File: src/rtl/lsu_byte_seq_pkg.sv
// Shared definitions for the byte-serial load/store sequencer: access type
// codes (same numbering as the data memory's DMType), FSM states and the
// beat-count helper.
package lsu_pkg;

    // Access type encodings, kept identical to the data memory's DMType codes.
    typedef enum logic [2:0] {
        DM_W  = 3'b000,
        DM_H  = 3'b001,
        DM_HU = 3'b010,
        DM_B  = 3'b011,
        DM_BU = 3'b100
    } dm_type_e;

    typedef enum logic [1:0] {
        IDLE = 2'd0,
        XFER = 2'd1,
        RESP = 2'd2
    } lsu_state_e;

    // Number of byte beats needed for an access of the given type.
    function automatic logic [2:0] beats_for_type(input logic [2:0] t);
        case (t)
            DM_W:        return 3'd4;
            DM_H, DM_HU: return 3'd2;
            default:     return 3'd1;
        endcase
    endfunction

endpackage

File: src/rtl/lsu_byte_seq_if.sv
// Request/response handshake plus the byte-wide data-memory port.
// master: the core and the memory together; slave: the sequencer.
interface lsu_byte_seq_if #(
    parameter int ADDR_W = 6
);
    logic              req_valid;
    logic              req_ready;
    logic              req_we;
    logic [31:0]       req_addr;
    logic [31:0]       req_wdata;
    logic [2:0]        req_type;

    logic              resp_valid;
    logic [31:0]       resp_rdata;
    logic              resp_err;

    logic              mem_we;
    logic [ADDR_W-1:0] mem_addr;
    logic [7:0]        mem_wdata;
    logic [7:0]        mem_rdata;

    modport master (
        output req_valid, req_we, req_addr, req_wdata, req_type, mem_rdata,
        input  req_ready, resp_valid, resp_rdata, resp_err,
               mem_we, mem_addr, mem_wdata
    );

    modport slave (
        input  req_valid, req_we, req_addr, req_wdata, req_type, mem_rdata,
        output req_ready, resp_valid, resp_rdata, resp_err,
               mem_we, mem_addr, mem_wdata
    );

endinterface

File: src/rtl/lsu_byte_seq_load_extend.sv
// Combinational load-data formatter: picks the little-endian byte lanes that
// belong to the access type and sign- or zero-extends them to 32 bits.
module load_extend
    import lsu_pkg::*;
(
    input  logic [3:0][7:0] bytes_i,
    input  logic [2:0]      type_i,
    output logic [31:0]     data_o
);

    // Select and extend the assembled bytes according to the access type.
    always_comb begin
        // NOTE: assigning a default before the case keeps every path driven,
        // so no latch is inferred for unlisted type codes.
        data_o = 32'h0;
        case (type_i)
            DM_W:    data_o = bytes_i;
            DM_H:    data_o = {{16{bytes_i[1][7]}}, bytes_i[1], bytes_i[0]};
            DM_HU:   data_o = {16'h0, bytes_i[1], bytes_i[0]};
            DM_B:    data_o = {{24{bytes_i[0][7]}}, bytes_i[0]};
            DM_BU:   data_o = {24'h0, bytes_i[0]};
            default: data_o = 32'h0;
        endcase
    end

endmodule

File: src/rtl/lsu_byte_seq.sv
// Load/store sequencer: accepts one word/half/byte request, issues it as
// little-endian byte beats on a byte-wide memory port, then returns a
// single-cycle response carrying the extended load data or an error flag.
module lsu_byte_seq
    import lsu_pkg::*;
#(
    parameter int ADDR_W      = 6,
    parameter bit CHECK_ALIGN = 1'b1
) (
    input  logic          clk,
    input  logic          rst,
    lsu_byte_seq_if.slave bus
);

    lsu_state_e        state_q;
    logic              we_q;
    logic [31:0]       wdata_q;
    logic [2:0]        type_q;
    logic [1:0]        idx_q;
    logic [3:0][7:0]   bytes_q;

    logic              resp_valid_q;
    logic              resp_err_q;
    logic [31:0]       resp_rdata_q;
    logic              mem_we_q;
    logic [ADDR_W-1:0] mem_addr_q;
    logic [7:0]        mem_wdata_q;

    logic              req_illegal;
    logic [1:0]        idx_d;
    logic [1:0]        last_idx;
    logic [3:0][7:0]   bytes_d;
    logic [31:0]       ext_data;

    // Only the low ADDR_W address bits reach the memory.
    logic              unused_addr_hi;
    assign unused_addr_hi = ^bus.req_addr[31:ADDR_W];

    // Classify the incoming request: bad type code, store of an unsigned
    // type, or (when alignment is enforced) a misaligned word/half.
    always_comb begin
        req_illegal = 1'b0;
        if (bus.req_type > DM_BU) begin
            req_illegal = 1'b1;
        end
        if (bus.req_we && (bus.req_type == DM_HU || bus.req_type == DM_BU)) begin
            req_illegal = 1'b1;
        end
        if (CHECK_ALIGN && bus.req_type == DM_W && bus.req_addr[1:0] != 2'b00) begin
            req_illegal = 1'b1;
        end
        if (CHECK_ALIGN && (bus.req_type == DM_H || bus.req_type == DM_HU)
            && bus.req_addr[0]) begin
            req_illegal = 1'b1;
        end
    end

    // Beat bookkeeping and the byte image including the byte arriving now,
    // so the final beat's data can be extended in the same cycle.
    always_comb begin
        idx_d            = idx_q + 2'd1;
        last_idx         = 2'(beats_for_type(type_q) - 3'd1);
        bytes_d          = bytes_q;
        bytes_d[idx_q]   = bus.mem_rdata;
    end

    load_extend u_load_extend (
        .bytes_i (bytes_d),
        .type_i  (type_q),
        .data_o  (ext_data)
    );

    // Sequencer FSM with registered handshake and memory-port outputs.
    always_ff @(posedge clk) begin
        // NOTE: all state uses non-blocking assignments so every register
        // samples pre-edge values regardless of statement order.
        if (rst) begin
            // NOTE: only control state and outputs are reset; the latched
            // request fields and byte lanes are always written before use.
            state_q      <= IDLE;
            idx_q        <= 2'd0;
            resp_valid_q <= 1'b0;
            resp_err_q   <= 1'b0;
            resp_rdata_q <= 32'h0;
            mem_we_q     <= 1'b0;
            mem_addr_q   <= '0;
            mem_wdata_q  <= 8'h0;
        end else begin
            case (state_q)
                IDLE: begin
                    if (bus.req_valid) begin
                        we_q    <= bus.req_we;
                        wdata_q <= bus.req_wdata;
                        type_q  <= bus.req_type;
                        idx_q   <= 2'd0;
                        if (req_illegal) begin
                            state_q      <= RESP;
                            resp_valid_q <= 1'b1;
                            resp_err_q   <= 1'b1;
                            resp_rdata_q <= 32'h0;
                        end else begin
                            state_q     <= XFER;
                            mem_we_q    <= bus.req_we;
                            mem_addr_q  <= bus.req_addr[ADDR_W-1:0];
                            mem_wdata_q <= bus.req_we ? bus.req_wdata[7:0] : 8'h0;
                        end
                    end
                end

                XFER: begin
                    bytes_q[idx_q] <= bus.mem_rdata;
                    if (idx_q == last_idx) begin
                        state_q      <= RESP;
                        mem_we_q     <= 1'b0;
                        mem_addr_q   <= '0;
                        mem_wdata_q  <= 8'h0;
                        resp_valid_q <= 1'b1;
                        resp_err_q   <= 1'b0;
                        resp_rdata_q <= we_q ? 32'h0 : ext_data;
                    end else begin
                        idx_q       <= idx_d;
                        mem_addr_q  <= mem_addr_q + ADDR_W'(1);
                        mem_wdata_q <= we_q ? wdata_q[{idx_d, 3'b000} +: 8] : 8'h0;
                    end
                end

                RESP: begin
                    state_q      <= IDLE;
                    resp_valid_q <= 1'b0;
                    resp_err_q   <= 1'b0;
                    resp_rdata_q <= 32'h0;
                end

                default: begin
                    state_q      <= IDLE;
                    resp_valid_q <= 1'b0;
                    resp_err_q   <= 1'b0;
                    resp_rdata_q <= 32'h0;
                    mem_we_q     <= 1'b0;
                    mem_addr_q   <= '0;
                    mem_wdata_q  <= 8'h0;
                end
            endcase
        end
    end

    // Reset wins within its own cycle: an in-flight store beat is suppressed
    // immediately rather than one cycle later.
    assign bus.mem_we     = mem_we_q & ~rst;
    assign bus.mem_addr   = mem_addr_q;
    assign bus.mem_wdata  = mem_wdata_q;
    assign bus.req_ready  = (state_q == IDLE);
    assign bus.resp_valid = resp_valid_q;
    assign bus.resp_err   = resp_err_q;
    assign bus.resp_rdata = resp_rdata_q;

endmodule

File: src/flat_wrapper.sv
// flat-port wrapper written by rule: the top's interface ports become plain ports
module lsu_byte_seq_flat import lsu_pkg::*;
#(
    parameter int ADDR_W      = 6,
    parameter bit CHECK_ALIGN = 1'b1
)
  (clk, rst, bus_req_valid, bus_req_we, bus_req_addr, bus_req_wdata, bus_req_type, bus_mem_rdata, bus_req_ready, bus_resp_valid, bus_resp_rdata, bus_resp_err, bus_mem_we, bus_mem_addr, bus_mem_wdata);
  lsu_byte_seq_if #(.ADDR_W(ADDR_W)) bus_i ();
  input  logic clk;
  input  logic rst;
  input wire logic [$bits(bus_i.req_valid)-1:0] bus_req_valid;
  input wire logic [$bits(bus_i.req_we)-1:0] bus_req_we;
  input wire logic [$bits(bus_i.req_addr)-1:0] bus_req_addr;
  input wire logic [$bits(bus_i.req_wdata)-1:0] bus_req_wdata;
  input wire logic [$bits(bus_i.req_type)-1:0] bus_req_type;
  input wire logic [$bits(bus_i.mem_rdata)-1:0] bus_mem_rdata;
  output wire logic [$bits(bus_i.req_ready)-1:0] bus_req_ready;
  output wire logic [$bits(bus_i.resp_valid)-1:0] bus_resp_valid;
  output wire logic [$bits(bus_i.resp_rdata)-1:0] bus_resp_rdata;
  output wire logic [$bits(bus_i.resp_err)-1:0] bus_resp_err;
  output wire logic [$bits(bus_i.mem_we)-1:0] bus_mem_we;
  output wire logic [$bits(bus_i.mem_addr)-1:0] bus_mem_addr;
  output wire logic [$bits(bus_i.mem_wdata)-1:0] bus_mem_wdata;
  assign bus_i.req_valid = bus_req_valid;
  assign bus_i.req_we = bus_req_we;
  assign bus_i.req_addr = bus_req_addr;
  assign bus_i.req_wdata = bus_req_wdata;
  assign bus_i.req_type = bus_req_type;
  assign bus_i.mem_rdata = bus_mem_rdata;
  assign bus_req_ready = bus_i.req_ready;
  assign bus_resp_valid = bus_i.resp_valid;
  assign bus_resp_rdata = bus_i.resp_rdata;
  assign bus_resp_err = bus_i.resp_err;
  assign bus_mem_we = bus_i.mem_we;
  assign bus_mem_addr = bus_i.mem_addr;
  assign bus_mem_wdata = bus_i.mem_wdata;
  lsu_byte_seq #(.ADDR_W(ADDR_W), .CHECK_ALIGN(CHECK_ALIGN)) u_core (.clk(clk), .rst(rst), .bus(bus_i));
endmodule
File: config.mk
export PLATFORM = sky130hd
export DESIGN_NAME = lsu_byte_seq_flat
export DESIGN_NICKNAME = d
export VERILOG_FILES = /design/src/rtl/lsu_byte_seq_pkg.sv /design/src/rtl/lsu_byte_seq_if.sv /design/src/rtl/lsu_byte_seq_load_extend.sv /design/src/rtl/lsu_byte_seq.sv /design/src/flat_wrapper.sv
export SDC_FILE = /design/constraint.sdc
export NUM_CORES = 1
export LEC_CHECK = 0
export ABC_AREA = 0
export ABC_CLOCK_PERIOD_IN_PS = 7700
export BUFFER_PORTS_ARGS = -buffer_cell sky130_fd_sc_hd__buf_2
export CAP_MARGIN = 20
export CORE_MARGIN = 2
export CORE_UTILIZATION = 35
export DETAILED_ROUTE_END_ITERATION = 10
export GPL_TIMING_DRIVEN = 0
export HOLD_SLACK_MARGIN = 0.02
export SYNTH_ARGS = -nofsm -noshare
export SYNTH_HDL_FRONTEND = slang
export SYNTH_SLANG_ARGS = --single-unit
File: constraint.sdc
create_clock -name clk -period 7.7 [get_ports clk]
set_input_delay 1.54 -clock clk [delete_from_list [all_inputs] [get_ports clk]]
set_output_delay 1.54 -clock clk [all_outputs]
set_load 0.05 [all_outputs]
==> results by group <==
Run status
  • Status: finished clean

Floorplanning
  • Die ar.: 16600 um^2
  • Ports: 129
  • Rows: between 40 and 50
  • Initial core utilization: 0.358
  • Core area: ~15000 um^2
  • Die width: 129 um
  • Die Ht: about 130 um

Timing
  • Final min period: between 4 and 5 ns
  • RSZ-0062 raised after global routing: no
  • Final setup viols: 0
  • Clock Skews: 0.0116 ns
  • Worst-Margin Slew: 0.953 ns
  • Maximum clock frequency: 248 MHz
  • Final hold slack: 0.448 ns
  • Fin Setup TNS: 0 ns
  • Final Hold Vio Count: 0
  • Slew HR: 0.358
  • Pins Over Slew Limit: 0
  • Final period util: 0.523

Synthesis
  • Most common cell in the synthesized netlist: edfxtp_1
  • Syn Area/Cell: 13.0 um^2
  • Register bit total from synthesis: 121
  • Post-synth top area share: 0.375
  • Main synth FF type: edfxtp_1
  • Post-synthesis instance total: 417
  • Synth cell types: 53
  • Sequential area share after synthesis: 0.570
  • Synth area leader: edfxtp_1
  • List of most frequent post-synthesis cells: edfxtp_1, dfxtp_1, mux2_2
  • Yosys Warn Count: 0
  • Post-synthesis cell area: 5440 um^2
  • Asr flop ratio synth: 0
  • Post-synth EDFFs: 68
  • Top post-synthesis cells by area: edfxtp_1, dfxtp_1, mux2_2, mux2_4, mux4_2
  • Syn_nets: 501

Setup path
  • Startpoint types: primary input
  • Worst reg2reg path depth: 10
  • Maximum fanout along the worst path: 10
  • CP arrival: 2.49 ns
  • Crit. End Element: output port
  • CP Data Required Time: 6.16 ns
  • Flop-to-flop setup slack: 4.95 ns
  • Crit Path Class: in -> out

Clock network
  • Htree depth: 4
  • Post-CTS setup buffer count: 0
  • Clk root buf: clkbuf_16
  • CTS max path bufs: 2
  • CTS resizes: 0
  • Hold Buf Count CTS: 0
  • Clock sink total: roughly 120
  • Num CTS Buffers: 17
  • CTS tree: built
  • Clk_lat worst skew: ~0.42 ns
  • Clock slew at reported path FFs: roughly 0.060 ns

Hold path
  • Type of the worst min-delay path: reg -> reg
  • Hold Crit Depth: 2

Layout
  • Layout Nets: between 600 and 700
  • Filler cells: 1412
  • Antenna cells: 0
  • Layout cells sized above 1: 0.392
  • P&R area growth vs syn: 26.5%
  • Fin util: 0.453
  • Cell area after layout: 6880 um^2

Drt
  • Detailed Route WL: 12600 um
  • Avg WL per Cell: approximately 17 um
  • Initial DRC count: 191
  • DRC Markers: 0
  • Antenna Nets Post-Route: 0
  • Drt via density: 5.07
  • Total number of vias: 3782
  • Router iterations before antenna repair: 5

Placed design
  • Routability Congestion: 0.778
  • Dpl cell area: about 6300 um^2
  • IO Port Bufs: 102
  • DPL Wire Length: 8960 um

Run
  • Max Cap Violations: 0

GRT
  • Grt ovf: 0
  • Antenna violations before repair: 0
  • First-pass GRT wire length: 20100 um
  • Total Routing Usage GR: 0.160
  • Vias in the first global route: between 3k and 4k
  • Largest net degree at the start of global routing: 18

Power
  • Pwr/cell area: 242 nW/um^2
  • Worst-case vdd ir drop: 183 uV
  • Total power: roughly 1.7 mW
  • Leak: 2.64 nW
[kinds of logic after synthesis]
| group | share of synthesized area |
|---|---|
| DFF | 0.570 |
| and+or+nand+nor | 0.115 |
| AOI/OAI and AO/OA | 0.0971 |
| muxes | 0.175 |
| buffers and inverters | 0.0297 |
| adders and majority gates | 0.0115 |
| xor gates and xnor gates | 0.00161 |
[final timing paths]
check / start / endpoint
worst max-delay path: rst / bus_mem_we
worst max register to register: u_core.idx_q[0] / u_core.bus.resp_rdata[25]
worst min register to register: u_core.bus.resp_err / u_core.bus.resp_err
worst min-delay path: u_core.bus.resp_err / u_core.bus.resp_err
[power breakdown]
part / switching, mW / total, mW / internal, mW / leakage, nW
Clock: 0.301 / 0.809 / 0.508 / 0.281
Sequential: 0.00992 / 0.712 / 0.702 / 1.05
Combinational: 0.0862 / 0.143 / 0.0568 / 1.31
Total: 0.397 / 1.66 / 1.27 / 2.64
[final cells by class]
class                           instances  area, um^2  share of cell area
Tap cell                              188         235              0.0342
Sequential cell                       121        3100               0.451
Clock inverter                         15         178              0.0258
Multi-Input combinational cell        264        2190               0.318
Inverter                                7        26.3             0.00382
Clock buffer                           17         425              0.0618
Buffer                                 25         135              0.0196
Timing Repair Buffer                  109         591              0.0858
[critical path, cell delays in order]
cell and delay (ns):
buf_2 0.21, clkbuf_1 0.40, nor2b_1 0.11, buf_2 0.23
[flip-flops by register name, indices dropped and copies added (netlist names), 2 cells and up]
signal and flops:
u_core.bus.mem_wdata 8, u_core.bus.mem_addr 6, u_core.wdata_q 32, u_core.bus.resp_rdata 32, u_core.idx_q 2, u_core.type_q 3
u_core.state_q 2, u_core.bytes_q 32
[cell usage in the layout (no fill, tap or decap), types with 13 or more instances in the layout]
cell,count
edfxtp_1,68
clkbuf_1,13
a21oi_1,23
mux2_4,13
nand2b_1,19
mux2i_1,17
nor2b_1,25
clkbuf_16,17
nand2_1,30
mux2_2,36
dfxtp_1,53
buf_2,105
[stage by stage]
step / instances / setup WS [ns]
after floorplan: 417 / 1.48
after global placement: 707 / -0.281
after detailed placement: 714 / 3.65
after CTS: 746 / 3.64
after global routing: 746 / 3.55
final: 746 / 3.67
[per-layer routing]
| metal | share of wire | wire length, um | vias to the layer above | global-route usage |
|---|---|---|---|---|
| met3 | 0.060 | 758 | 12 | 0.0478 |
| met2 | 0.49 | 6130 | 129 | 0.261 |
| met5 | 0 | 0 | - | 0 |
| li1 | - | - | 1811 | - |
| met1 | 0.44 | 5540 | 1830 | 0.199 |
| met4 | 0.010 | 125 | 0 | 0.0671 |
Power figures use the tool's default switching activity.
